### config.mk
export PLATFORM = sky130hd
export DESIGN_NAME = pdm_demod
export DESIGN_NICKNAME = d
export VERILOG_FILES = /design/src/rtl/pdm_demod_pkg.sv /design/src/rtl/pdm_demod_comb.sv /design/src/rtl/pdm_demod.sv
export SDC_FILE = /design/constraint.sdc
export NUM_CORES = 1
export LEC_CHECK = 0
export CORE_ASPECT_RATIO = 1.75
export CORE_UTILIZATION = 25
export DETAILED_ROUTE_END_ITERATION = 10
export GPL_TIMING_DRIVEN = 0
export PLACE_DENSITY = 0.44
export SLEW_MARGIN = 20
export SYNTH_ARGS = -nofsm -noshare
export SYNTH_HDL_FRONTEND = slang
export SYNTH_SLANG_ARGS = --single-unit
### constraint.sdc
create_clock -name clk -period 8.3 [get_ports clk]
set_input_delay 0.83 -clock clk [delete_from_list [all_inputs] [get_ports clk]]
set_output_delay 0.83 -clock clk [all_outputs]
set_load 0.01 [all_outputs]
### src/rtl/pdm_demod_pkg.sv
// pdm_pkg: shared sizing helpers for the PDM demodulator (CIC width, output shift, legality).
// Latency: n/a (compile-time constants and functions only).
// Backpressure: n/a.
//
// Contents:
//   cic_width(order, log2_decim)        -> W, width of every integrator/comb/delay register
//   cic_shift(order, log2_decim, nbits) -> right shift that maps the comb result onto NBITS
//   cic_params_ok(nbits, order, log2)   -> legal parameter combination

package pdm_pkg;

  // Comb output spans 0..R^ORDER = 2^(ORDER*LOG2_DECIM), so one extra bit
  // above the gain exponent holds the full-scale value without aliasing.
  function automatic int cic_width(input int order, input int log2_decim);
    return order * log2_decim + 1;
  endfunction

  // Full scale R^ORDER sits at bit W-1; dropping W-1-NBITS bits lands it at 2^NBITS.
  function automatic int cic_shift(input int order, input int log2_decim, input int nbits);
    return cic_width(order, log2_decim) - 1 - nbits;
  endfunction

  // Enough CIC gain to cover the output width, and a bounded filter order.
  function automatic bit cic_params_ok(input int nbits, input int order, input int log2_decim);
    return (order >= 1) && (order <= 5) && (log2_decim >= 1) && (nbits >= 1) &&
           (order * log2_decim >= nbits);
  endfunction

endpackage

### src/rtl/pdm_demod_comb.sv
// pdm_demod_comb: one registered CIC comb stage, y = x - x_previous_sample.
// Latency: 1 clock from x_vld to y_vld.
// Backpressure: none; a valid is accepted on every cycle it is presented.
//
// Ports:
//   clk, rst_n     clock, asynchronous active-low reset
//   x_dat, x_vld   decimated sample in and its strobe
//   y_dat, y_vld   differenced sample out and its strobe (valid follows x_vld by one clock)

module pdm_demod_comb #(
  parameter int W = 19
) (
  input  logic         clk,
  input  logic         rst_n,
  input  logic [W-1:0] x_dat,
  input  logic         x_vld,
  output logic [W-1:0] y_dat,
  output logic         y_vld
);

  logic [W-1:0] dly;

  // Modular subtraction: integrator wrap cancels here as long as W covers the gain.
  always_ff @(posedge clk or negedge rst_n) begin
    if (!rst_n) begin
      dly   <= '0;
      y_dat <= '0;
      y_vld <= 1'b0;
    end else begin
      y_vld <= x_vld;
      if (x_vld) begin
        y_dat <= x_dat - dly;
        dly   <= x_dat;
      end
    end
  end

endmodule

### src/rtl/pdm_demod.sv
// pdm_demod: 1-bit PDM stream -> unsigned NBITS samples via an ORDER-stage CIC decimating by 2^LOG2_DECIM.
// Latency: ORDER+1 clocks from the last enabled bit of a frame to data_valid (+2 with PDM_DEMOD_SYNC_EN).
// Backpressure: none; the pipeline never stalls and the consumer must take data_out on the data_valid cycle.
//
// Ports:
//   clk, rst_n   clock, asynchronous active-low reset
//   pdm_in       PDM bit (1 = +1, 0 = 0), consumed only when pdm_en = 1
//   pdm_en       input strobe; low freezes integrators and decimation phase
//   data_out     decimated sample, clamped to 2^NBITS-1
//   data_valid   one-cycle pulse, data_out updated (suppressed for the first ORDER outputs)
//   sat          with data_valid: sample was clamped
// Build option: define PDM_DEMOD_SYNC_EN to pass pdm_in/pdm_en through a 2-flop synchronizer.

module pdm_demod
  import pdm_pkg::*;
#(
  parameter int NBITS      = 11,
  parameter int ORDER      = 3,
  parameter int LOG2_DECIM = 6
) (
  input  logic             clk,
  input  logic             rst_n,
  input  logic             pdm_in,
  input  logic             pdm_en,
  output logic [NBITS-1:0] data_out,
  output logic             data_valid,
  output logic             sat
);

  localparam int W     = cic_width(ORDER, LOG2_DECIM);
  localparam int SHIFT = cic_shift(ORDER, LOG2_DECIM, NBITS);

  localparam logic [W-1:0] MAX_W  = {{(W-NBITS){1'b0}}, {NBITS{1'b1}}};
  localparam logic [2:0]   WARM_N = 3'(ORDER);

  generate
    if (!cic_params_ok(NBITS, ORDER, LOG2_DECIM)) begin : g_bad_params
      $error("pdm_demod: need 1 <= ORDER <= 5 and ORDER*LOG2_DECIM >= NBITS");
    end
  endgenerate

  // ------------------------------------------------------------------
  // Input conditioning
  // ------------------------------------------------------------------
  logic bit_in;
  logic bit_en;

`ifdef PDM_DEMOD_SYNC_EN
  // Both strobe and data go through the same depth so they stay aligned.
  logic [1:0] in_sync;
  logic [1:0] en_sync;

  always_ff @(posedge clk or negedge rst_n) begin
    if (!rst_n) begin
      in_sync <= '0;
      en_sync <= '0;
    end else begin
      in_sync <= {in_sync[0], pdm_in};
      en_sync <= {en_sync[0], pdm_en};
    end
  end

  assign bit_in = in_sync[1];
  assign bit_en = en_sync[1];
`else
  assign bit_in = pdm_in;
  assign bit_en = pdm_en;
`endif

  // ------------------------------------------------------------------
  // Integrators and decimation phase
  // ------------------------------------------------------------------
  // Each integrator adds the previous stage's pre-update value, so stage k
  // lags the input by k-1 enabled bits. That is a pure delay and leaves the
  // filter response (and DC gain R^ORDER) unchanged.
  logic [W-1:0]          integ [ORDER];
  logic [LOG2_DECIM-1:0] phase;
  logic                  cap_vld;

  always_ff @(posedge clk or negedge rst_n) begin
    if (!rst_n) begin
      for (int k = 0; k < ORDER; k++) begin
        integ[k] <= '0;
      end
      phase   <= '0;
      cap_vld <= 1'b0;
    end else begin
      // R-th enabled bit of the frame: next clock the last integrator is
      // taken into comb stage 1.
      cap_vld <= bit_en && (phase == {LOG2_DECIM{1'b1}});
      if (bit_en) begin
        integ[0] <= integ[0] + W'(bit_in);
        for (int k = 1; k < ORDER; k++) begin
          integ[k] <= integ[k] + integ[k-1];
        end
        phase <= phase + LOG2_DECIM'(1);
      end
    end
  end

  // ------------------------------------------------------------------
  // Comb pipeline: one registered stage per order, drains even when pdm_en=0
  // ------------------------------------------------------------------
  logic [ORDER:0][W-1:0] comb_dat;
  logic [ORDER:0]        comb_vld;

  assign comb_dat[0] = integ[ORDER-1];
  assign comb_vld[0] = cap_vld;

  generate
    for (genvar g = 0; g < ORDER; g++) begin : g_comb
      pdm_demod_comb #(
        .W (W)
      ) u_comb (
        .clk   (clk),
        .rst_n (rst_n),
        .x_dat (comb_dat[g]),
        .x_vld (comb_vld[g]),
        .y_dat (comb_dat[g+1]),
        .y_vld (comb_vld[g+1])
      );
    end
  endgenerate

  // ------------------------------------------------------------------
  // Scaling, clamping, warm-up suppression and output register
  // ------------------------------------------------------------------
  // Only an all-ones input reaches y = 2^(W-1), which scales to 2^NBITS and
  // is the one case that clamps.
  logic [W-1:0] y_full;
  logic [W-1:0] y_scaled;
  logic [2:0]   warm;

  assign y_full   = comb_dat[ORDER];
  assign y_scaled = y_full >> SHIFT;

  always_ff @(posedge clk or negedge rst_n) begin
    if (!rst_n) begin
      data_out   <= '0;
      data_valid <= 1'b0;
      sat        <= 1'b0;
      warm       <= '0;
    end else begin
      data_valid <= 1'b0;
      if (comb_vld[ORDER]) begin
        // The first ORDER outputs still contain the start-up transient of
        // the integrator/comb state and are dropped.
        if (warm != WARM_N) begin
          warm <= warm + 3'd1;
        end else begin
          data_valid <= 1'b1;
          if (y_scaled > MAX_W) begin
            data_out <= '1;
            sat      <= 1'b1;
          end else begin
            data_out <= y_scaled[NBITS-1:0];
            sat      <= 1'b0;
          end
        end
      end
    end
  end

endmodule

==> impl_summary.md, run 1 <==
Routing
After detailed routing, the average wire length per cell comes to about 14 um. The number of antenna-violating nets in the routed design is 0. The total wire length is 24.8 mm.

The iteration count of the initial detailed-routing pass is 4. The total vias in the final route is 8049. After detailed routing, the number of vias per cell comes to ~4.6. The detailed router finished its first iteration with 255 violations.

The post-detailed-route DRC marker count is 0.

CTS
The clock transition time at the flip-flop clock pins of the worst setup and hold paths is ~0.070 ns. The number of sinks driven by the clock tree is 190. Gates resized during post-CTS repair numbered 0. TritonCTS built the clock tree. The number of buffers created by CTS is 17. The H-tree was split into 4 levels. Post-CTS timing repair inserted 0 buffers for setup. Hold repair after CTS inserted 0 buffers. The buffer type at the clock tree root is clkbuf_16. No sink is reached through more buffers than the 2 on the longest clock path. Clock latency on the worst-skew pair, taken at its later pin, is 0.45 ns.

Critical path
The end of the worst register-to-register path is g_comb[0].u_comb.y_dat[16]$_DFFE_PN0P_. Of all nets on the critical path, the largest fanout is 3. STA classifies the critical path endpoint as a flop. Data on the critical path is required at its endpoint by approximately 8.6 ns.

Among cell families on the critical path, the largest total delay comes from compound AO/OA/AOI/OAI gates. The cell type with the highest occurrence count on the critical path is inv_1. The number of cells on the worst reg-to-reg path is 11. The signal on the critical path passes through inv_1 -> ha_1 -> inv_1 -> fa_1 -> a211oi_1 -> o21bai_1 -> o41ai_1 -> o311ai_0 -> a31oi_1 -> xnor2_1 -> mux2_2. STA puts the critical path data arrival time at ~4 ns. The critical path crosses 11 cells after its start point.

Together, buffers and inverters on the worst path number 2. The largest stage delay on the critical path is between 0.7 and 0.8 ns. STA classifies the critical path startpoint as a flop. The startpoint of the most critical register-to-register path is comb_dat[0]$_DFFE_PN0P_. The most critical setup path has its startpoint at comb_dat[0]$_DFFE_PN0P_. The worst setup path endpoint is g_comb[0].u_comb.y_dat[16]$_DFFE_PN0P_. On the critical path, the stage with the largest delay is an instance of o41ai_1. The critical path start-end classification is flop to flop. The reg2reg setup slack is between 4 and 5 ns.

Global route
For this run the aggregate overflow at the end of global routing stands at 0. For met2 alone, demand over resource in global routing was 0.236. In the global route stage, met3 resource usage came out at 0.0161. The initial antenna violation count is 0. The most used routing layer in global routing is met2. The fraction of met1 tracks used by global routing is 0.118. The global-route wire length before repair is about 43 mm. The total global routing track utilization is 0.119.

Entering global routing, the biggest net connects 90 pins. The number of global-route vias before repair is roughly 8500.

Pwr
The worst vdd rail ir drop is about 0.00013 V. Dividing total power by cell area gives a power density of just under 300 nW/um2. The internal power component is 2.29 mW. The static power due to leakage is 5.66 nW. Of the total power, combinational logic draws 0.461. The share of total power in sequential cells is 0.324. The switching power share of the total is 0.383. After layout, the design draws a total of 3.70 mW.

The share of total power dissipated in the clock network is 0.214. The power dissipated by switching net loads is roughly 1.4 mW.

Floorplan
The total number of placement rows is between 100 and 150. The starting utilization of the core area is 0.252. The total I/O pin count is 17. The die is between 150 and 200 um wide. The height of the die is between 200 and 300 um. The area of the core is between 40000 and 50000 um2.

The die covers around 45000 um2.

STA
Setup repair after global routing left no endpoint under its margin. For this run, the top clock speed supported by timing is ~0.27 GHz. The worst pin sits at a relative slew slack of 0.321. The number of slew-limit violations in the final report is 0. The slew at the pin with the worst max-slew slack is 1.01 ns. The worst path needs 3.70 ns of the cycle, external delays included.

In the finished design, the share of the clock period the worst path needs comes to 0.446. On the final layout, the worst clock skew is about 0.012 ns. Setup violations remaining at the end of the flow were counted as 0.

The hold violation count in the final report is 0.

Synthesis
A synthesized cell averages roughly 9.8 um2. The post-synthesis share of cell area spent on and, or, nand and nor gates is 0.108. By count the netlist is led by dfrtp_1, nand2_1, ha_1, o21ai_0, inv_1. For this run, the register share of the synthesized area comes to 0.427. The dominant combinational cell family by area after synthesis is compound AO/OA/AOI/OAI gates. The summed instance area of the synthesized netlist is between 10000 and 15000 um2.

Of the post-synthesis cell area, the part taken by muxes is 0.0682. The synthesized design contains 0 enable-type register cells. The most used flip-flop cell after synthesis is dfrtp_1.

Of the total synthesized cell area, the portion taken by full adders, half adders and majority gates is 0.113. The top cell type's share of synthesized area is 0.427. The XOR/XNOR share of the synthesized area is 0.0684. By instance count, the leading cell after synthesis is dfrtp_1. In this run, distinct cell masters in the synthesized netlist total between 50 and 60.

The fraction of registers with async set or reset after synthesis is 1.00. The library cell with the largest summed area after synthesis is dfrtp_1. During synthesis, Yosys emitted a total of 0 warnings.

The flop and latch count out of synthesis is 190. Synthesis handed over a netlist of about 1100 instances. The compound-gate portion of the synthesized area was 0.177.

The total nets after synthesis is approximately 1200. Sorting the synthesized cells by area gives the leading types as dfrtp_1, ha_1, mux2_2.

Cells and area
The repair_antennas step left the layout with diodes totalling 0. The final layout contains about 1300 nets. At the end of the flow the core is filled with cells to 0.286. Of the cells placed in the final design, the portion with a size suffix greater than 1 is 0.0861.

The layout overhead on the synthesized area is 13.3%.

Status
The run finished with clean final reports.

Flow run
The number of violations of the max-capacitance limit is 0.

Worst hold path
The class of the most critical hold timing path is input pin to async pin.

Placement
The number of I/O port buffers is 15. The half-perimeter wire length of the detailed placement result is around 19 mm. At the end of routability-driven placement, the weighted congestion stood at approximately 0.78.
## cell type report
cell class	count	area, um2
Fill cell	4738	31500
Multi-Input combinational cell	829	5940
Sequential cell	190	4750
Tap cell	572	716
Clock buffer	19	443
Inverter	82	308
Timing Repair Buffer	17	210
Buffer	35	131
Clock inverter	12	116
## power by group through the flow
stage	Sequential (mW)	Clock (mW)	Combinational, mW
after floorplan	1.18	0	1.38
after detailed placement	1.22	0	1.71
after global routing	1.23	0.864	1.94
after global placement	1.22	0	1.69
after CTS	1.20	0.828	1.73
final	1.20	0.794	1.71
## metrics by stage
stage	hold WS, ns	setup slack (ns)	instance area (um2)	cells	TNS, ns
after floorplan	0.352	5.48	11100	1136	0
after global placement	0.373	-2.13	12000	1723	-398.90
after detailed placement	0.391	4.65	12100	1725	0
after CTS	0.195	4.64	12600	1756	0
after global routing	0.206	4.43	12600	1756	0
final	0.207	4.60	12600	1756	0
## sequential cells by signal, summed over array words and instances (netlist names)
| name | count |
|---|---|
| g_comb.u_comb.dly | 57 |
| g_comb.u_comb.y_dat | 50 |
| integ | 38 |
| comb_dat | 19 |
| data_out | 11 |
| phase | 6 |
| g_comb.u_comb.y_vld | 3 |
| warm | 3 |
| cap_vld | 1 |
| data_valid | 1 |
| sat | 1 |
## worst register-to-register path: stages, from the launching register on
cell,delay (ns)
dfrtp_1,0.40
inv_1,0.09
ha_1,0.17
inv_1,0.05
fa_1,0.42
a211oi_1,0.33
o21bai_1,0.21
o41ai_1,0.79
o311ai_0,0.47
a31oi_1,0.31
xnor2_1,0.09
mux2_2,0.26
## metal layers
metal  wire [um]  vias up  share of wire
met5           0        -              0
met3         347       40          0.014
li1            -     4097              -
met2       14200       72           0.57
met4         813        0          0.033
met1        9490     3840           0.38
## cells in the final DEF, fill, tap and decap left out, types with 4 or more instances in the layout
| cell type | synthesis | final |
|---|---|---|
| a2111o_1 | 4 | 4 |
| a211oi_1 | 12 | 12 |
| a21boi_0 | 5 | 5 |
| a21o_1 | 38 | 38 |
| a21oi_1 | 67 | 67 |
| a31oi_1 | 14 | 14 |
| and3_1 | 7 | 7 |
| buf_1 | 5 | 5 |
| clkbuf_1 | 30 | 31 |
| clkbuf_16 | 0 | 17 |
| clkdlybuf4s50_1 | 0 | 14 |
| clkinv_4 | 0 | 6 |
| dfrtp_1 | 190 | 190 |
| fa_1 | 4 | 4 |
| ha_1 | 94 | 94 |
| inv_1 | 82 | 82 |
| mux2_2 | 63 | 63 |
| mux2i_1 | 5 | 5 |
| nand2_1 | 112 | 112 |
| nand2b_1 | 7 | 7 |
| nand3_1 | 13 | 13 |
| nand4_1 | 14 | 14 |
| nand4b_1 | 4 | 4 |
| nor2_1 | 75 | 75 |
| nor2b_1 | 9 | 9 |
| nor3_1 | 13 | 13 |
| o211ai_1 | 5 | 5 |
| o21a_1 | 15 | 15 |
| o21ai_0 | 94 | 94 |
| o21bai_1 | 5 | 5 |
| o311ai_0 | 4 | 4 |
| o31a_1 | 6 | 6 |
| o31ai_1 | 11 | 11 |
| xnor2_1 | 58 | 58 |
| xor2_1 | 29 | 29 |
## worst min-delay path by stage
stage,startpoint,endpoint,slack (ns),depth (start not counted)
2_1_floorplan,cap_vld$_DFF_PN0_,g_comb[0].u_comb.y_vld$_DFF_PN0_,0.35,0
3_3_place_gp,cap_vld$_DFF_PN0_,g_comb[0].u_comb.y_vld$_DFF_PN0_,0.37,0
3_5_place_dp,cap_vld$_DFF_PN0_,g_comb[0].u_comb.y_vld$_DFF_PN0_,0.39,0
4_1_cts,rst_n,phase[1]$_DFFE_PN0P_,0.20,1
5_1_grt,rst_n,phase[3]$_DFFE_PN0P_,0.21,1
6_report,rst_n,phase[3]$_DFFE_PN0P_,0.21,1
## cell families (layout without fill, tap and decap cells)
group / after synthesis / in the layout
compound gates: 308 / 308
simple gates: 268 / 268
flops: 190 / 190
buf+inv: 117 / 165
fa+ha+maj: 98 / 98
xor+xnor: 87 / 87
mux: 68 / 68
Power figures use the tool's default switching activity.
==> inputs of run 2 (changes only) <==
PLACE_DENSITY = 0.45   (was 0.44)
clock period = 3.4 ns   (was 8.3 ns; I/O delays follow)
==> impl_summary.md, run 2 (synthesis gave the netlist of run 1 again) <==
Critical path
Data on the critical path is required at its endpoint by approximately 3.7 ns. The maximum fanout along the worst path is 4. The critical path start-end classification is flop to flop.

STA puts the critical path data arrival time at between 3 and 4 ns. The nature of the critical path startpoint is a flop. The count of cells along the worst register-to-register path is 11.

The kind of end point of the critical path is a flop.

Global route
For this run, the total global-route usage over all layers was measured as 0.119. The number of global-route vias before repair is 8461. The global-route wire length before repair is 42.5 mm. Entering global routing, the biggest net connects approximately 90 pins. The initial antenna violation count came to 0. The total global routing overflow is 0.

Routing
The total vias in the final route is around 8000. Dividing the detail-routed wire length by the instance count gives between 10 and 15 um. The number of violations reported at the end of detailed-routing iteration 0 is about 250. The number of antenna-violating nets in the routed design is 0. The final layout contains routed wiring with a total length of roughly 24 mm.

For this run, design rule violations remaining after detail routing come to 0. The detailed router put a total of between 9 and 10 mm of wire on met1. The routed design uses about 320 um of met3 wire.

In the detailed route, the total length drawn on met2 is 14.0 mm. The highest metal layer with signal wires is met4. Using the TritonRoute via totals, the vias-per-cell ratio works out to 4.57. The pre-antenna-repair detailed-routing pass consisted of 4 iterations.

CTS
The number of buffers created by CTS is 17. The number of sinks driven by the clock tree is 190. The later pin in the worst-skew pair is clocked with a latency of approximately 0.45 ns. In this run the number of H-tree levels came out at 4. The buffer type at the clock tree root is clkbuf_16. TritonCTS built the clock tree.

The number of setup buffers added after CTS is 0. The clock transition time at the flip-flop clock pins of the worst setup and hold paths is approximately 0.07 ns. Counting along the longest clock path gives a buffer depth of 2.

STA
Summed over all failing endpoints, the final setup total negative slack is 0 ns. The final number of setup-violating endpoints is 0. The share of the cycle needed by the critical path after routing is 0.902.

Clock skew on the completed layout was measured at a little over 0.008 ns. The hold violation count in the final report is 0. The headroom to the max-slew limit is 0.493. Setup repair after global routing left no endpoint under its margin. Final hold analysis gives a worst-case slack of about 0.31 ns. The slew at the pin with the worst max-slew slack is approximately 0.74 ns.

The number of slew-limit violations in the final report is 0. The final critical-path required period is 3.07 ns. The achievable frequency is 0.326 GHz.

Floorplan
For this configuration, the core starts out at a cell density of 0.252. The floorplan step defined a core boundary enclosing 44200 um2. The die area is roughly 45000 um2.

The total I/O pin count is 17. In this run the horizontal extent of the chip is approximately 160 um. The height of the die is 281 um.

The total number of placement rows is approximately 100.

Cells and area
Relative to the synthesized area, the layout overhead comes to 14.2%. The library cell used most frequently in the layout, excluding fill and tap cells, is dfrtp_1. The count of cells in the finished layout, fillers not included, comes to 1757.

For this run, the share of the core covered by cells in the final layout is 0.288. The register with the most flip-flops is g_comb.u_comb.dly. In the final layout, the registers with the most flip-flops are g_comb.u_comb.dly: 57 flops, g_comb.u_comb.y_dat: 50 flops, integ: 38 flops. The number of diodes is 0. The number of fill cells is around 4800. In the layout the commonest cells are dfrtp_1, nand2_1, o21ai_0, ha_1, inv_1. The post-layout net count is about 1300. The number of flip-flops in the largest register is 57.

In the final layout, the share of cells above drive strength 1 is 0.0869.

Pwr
In this run the power density over the cells is 728 nW/um2. The share of total power dissipated in combinational logic is 0.452. For this design the static power due to leakage is 5.70 nW.

Of the total power, the share spent switching nets is 0.370. The total power is 9.25 mW. The share of total power in sequential cells is 0.317. The worst vdd rail ir drop is around 0.00028 V. The internal portion of the total power is just under 6 mW. For this design the total switching power over the nets is roughly 3.4 mW. Of the total power, the clock network draws 0.231.

Placement
The number of I/O port buffers is 15. The half-perimeter wire length of the detailed placement result is 19.0 mm. The final estimated routing congestion in global placement is about 0.78.

Counting tap cells, the placed design contains a total of roughly 1700 instances.

Worst hold path
The class of the most critical hold timing path is input pin to async pin.

Flow run
Across the run, the number of max-cap violations was 0.

Status
The run finished with clean final reports.
[run 2: changes by cell type in the layout (fill, tap and decap cells not counted), sizes merged]
| cell | delta |
|---|---|
| clkinv | -5 |
| dlygate4sd3 | +1 |
| clkbuf | +1 |
| clkinvlp | +2 |
| inv | -1 |
| bufinv | +3 |
[run 2: area by class of cell]
cell class / instances / area [um2] / area share
repair buffers: 18 / 220 / 0.0173
clock buffers: 20 / 457 / 0.0359
clock inverters: 11 / 165 / 0.0130
multi-input cells: 829 / 5960 / 0.469
well taps: 572 / 716 / 0.0563
flip-flops and latches: 190 / 4750 / 0.374
inverters: 82 / 308 / 0.0242
plain buffers: 35 / 131 / 0.0103
[run 2: layer usage]
layer  GRT usage  vias up
li1            -     4092
met1       0.119     3825
met2       0.235       73
met3      0.0190       35
met4      0.0525        0
met5           0        -
[run 2: power by group through the flow]
stage | sequential [mW] | combinational [mW] | clock, mW
floorplan | 2.87 | 3.37 | 0
global placement | 2.97 | 4.11 | 0
detailed placement | 2.98 | 4.17 | 0
CTS | 2.94 | 4.21 | 2.22
global route | 2.99 | 4.77 | 2.31
finish | 2.93 | 4.18 | 2.14
[run 2: path summary, 6_finish.rpt]
path / slack [ns] / startpoint / to
max reg2reg: 0.33 / g_comb[0].u_comb.y_dat[0]$_DFFE_PN0P_ / g_comb[1].u_comb.y_dat[18]$_DFFE_PN0P_
max in group asynchronous: 1.97 / rst_n / g_comb[2].u_comb.dly[0]$_DFFE_PN0P_
min in group clk: 0.40 / cap_vld$_DFF_PN0_ / g_comb[0].u_comb.y_vld$_DFF_PN0_
min reg2reg: 0.40 / cap_vld$_DFF_PN0_ / g_comb[0].u_comb.y_vld$_DFF_PN0_
max: 0.33 / g_comb[0].u_comb.y_dat[0]$_DFFE_PN0P_ / g_comb[1].u_comb.y_dat[18]$_DFFE_PN0P_
min: 0.31 / rst_n / phase[1]$_DFFE_PN0P_
[run 2: metrics by stage]
stage,instance area (um2),setup WS [ns]
4_1_cts,12700,0.0830
2_1_floorplan,11100,0.582
6_report,12700,0.333
3_5_place_dp,12100,-0.254
3_3_place_gp,12000,-6.48
5_1_grt,12700,0.0635
[run 2: critical path: stages (launching register included)]
cell	delay, ns
dfrtp_1	0.37
inv_1	0.08
ha_1	0.16
inv_1	0.05
fa_1	0.43
a211oi_2	0.26
nor2_1	0.09
o31a_1	0.37
a311o_1	0.45
a311oi_2	0.32
xnor2_1	0.10
mux2_2	0.26
[run 2: timing repair]
item | in CTS | in global routing
hold endpoints to repair | 22 | 0
endpoints found under the setup margin | 3 | 2
resized for setup | 1 | 2
hold buffers | 1 | 0
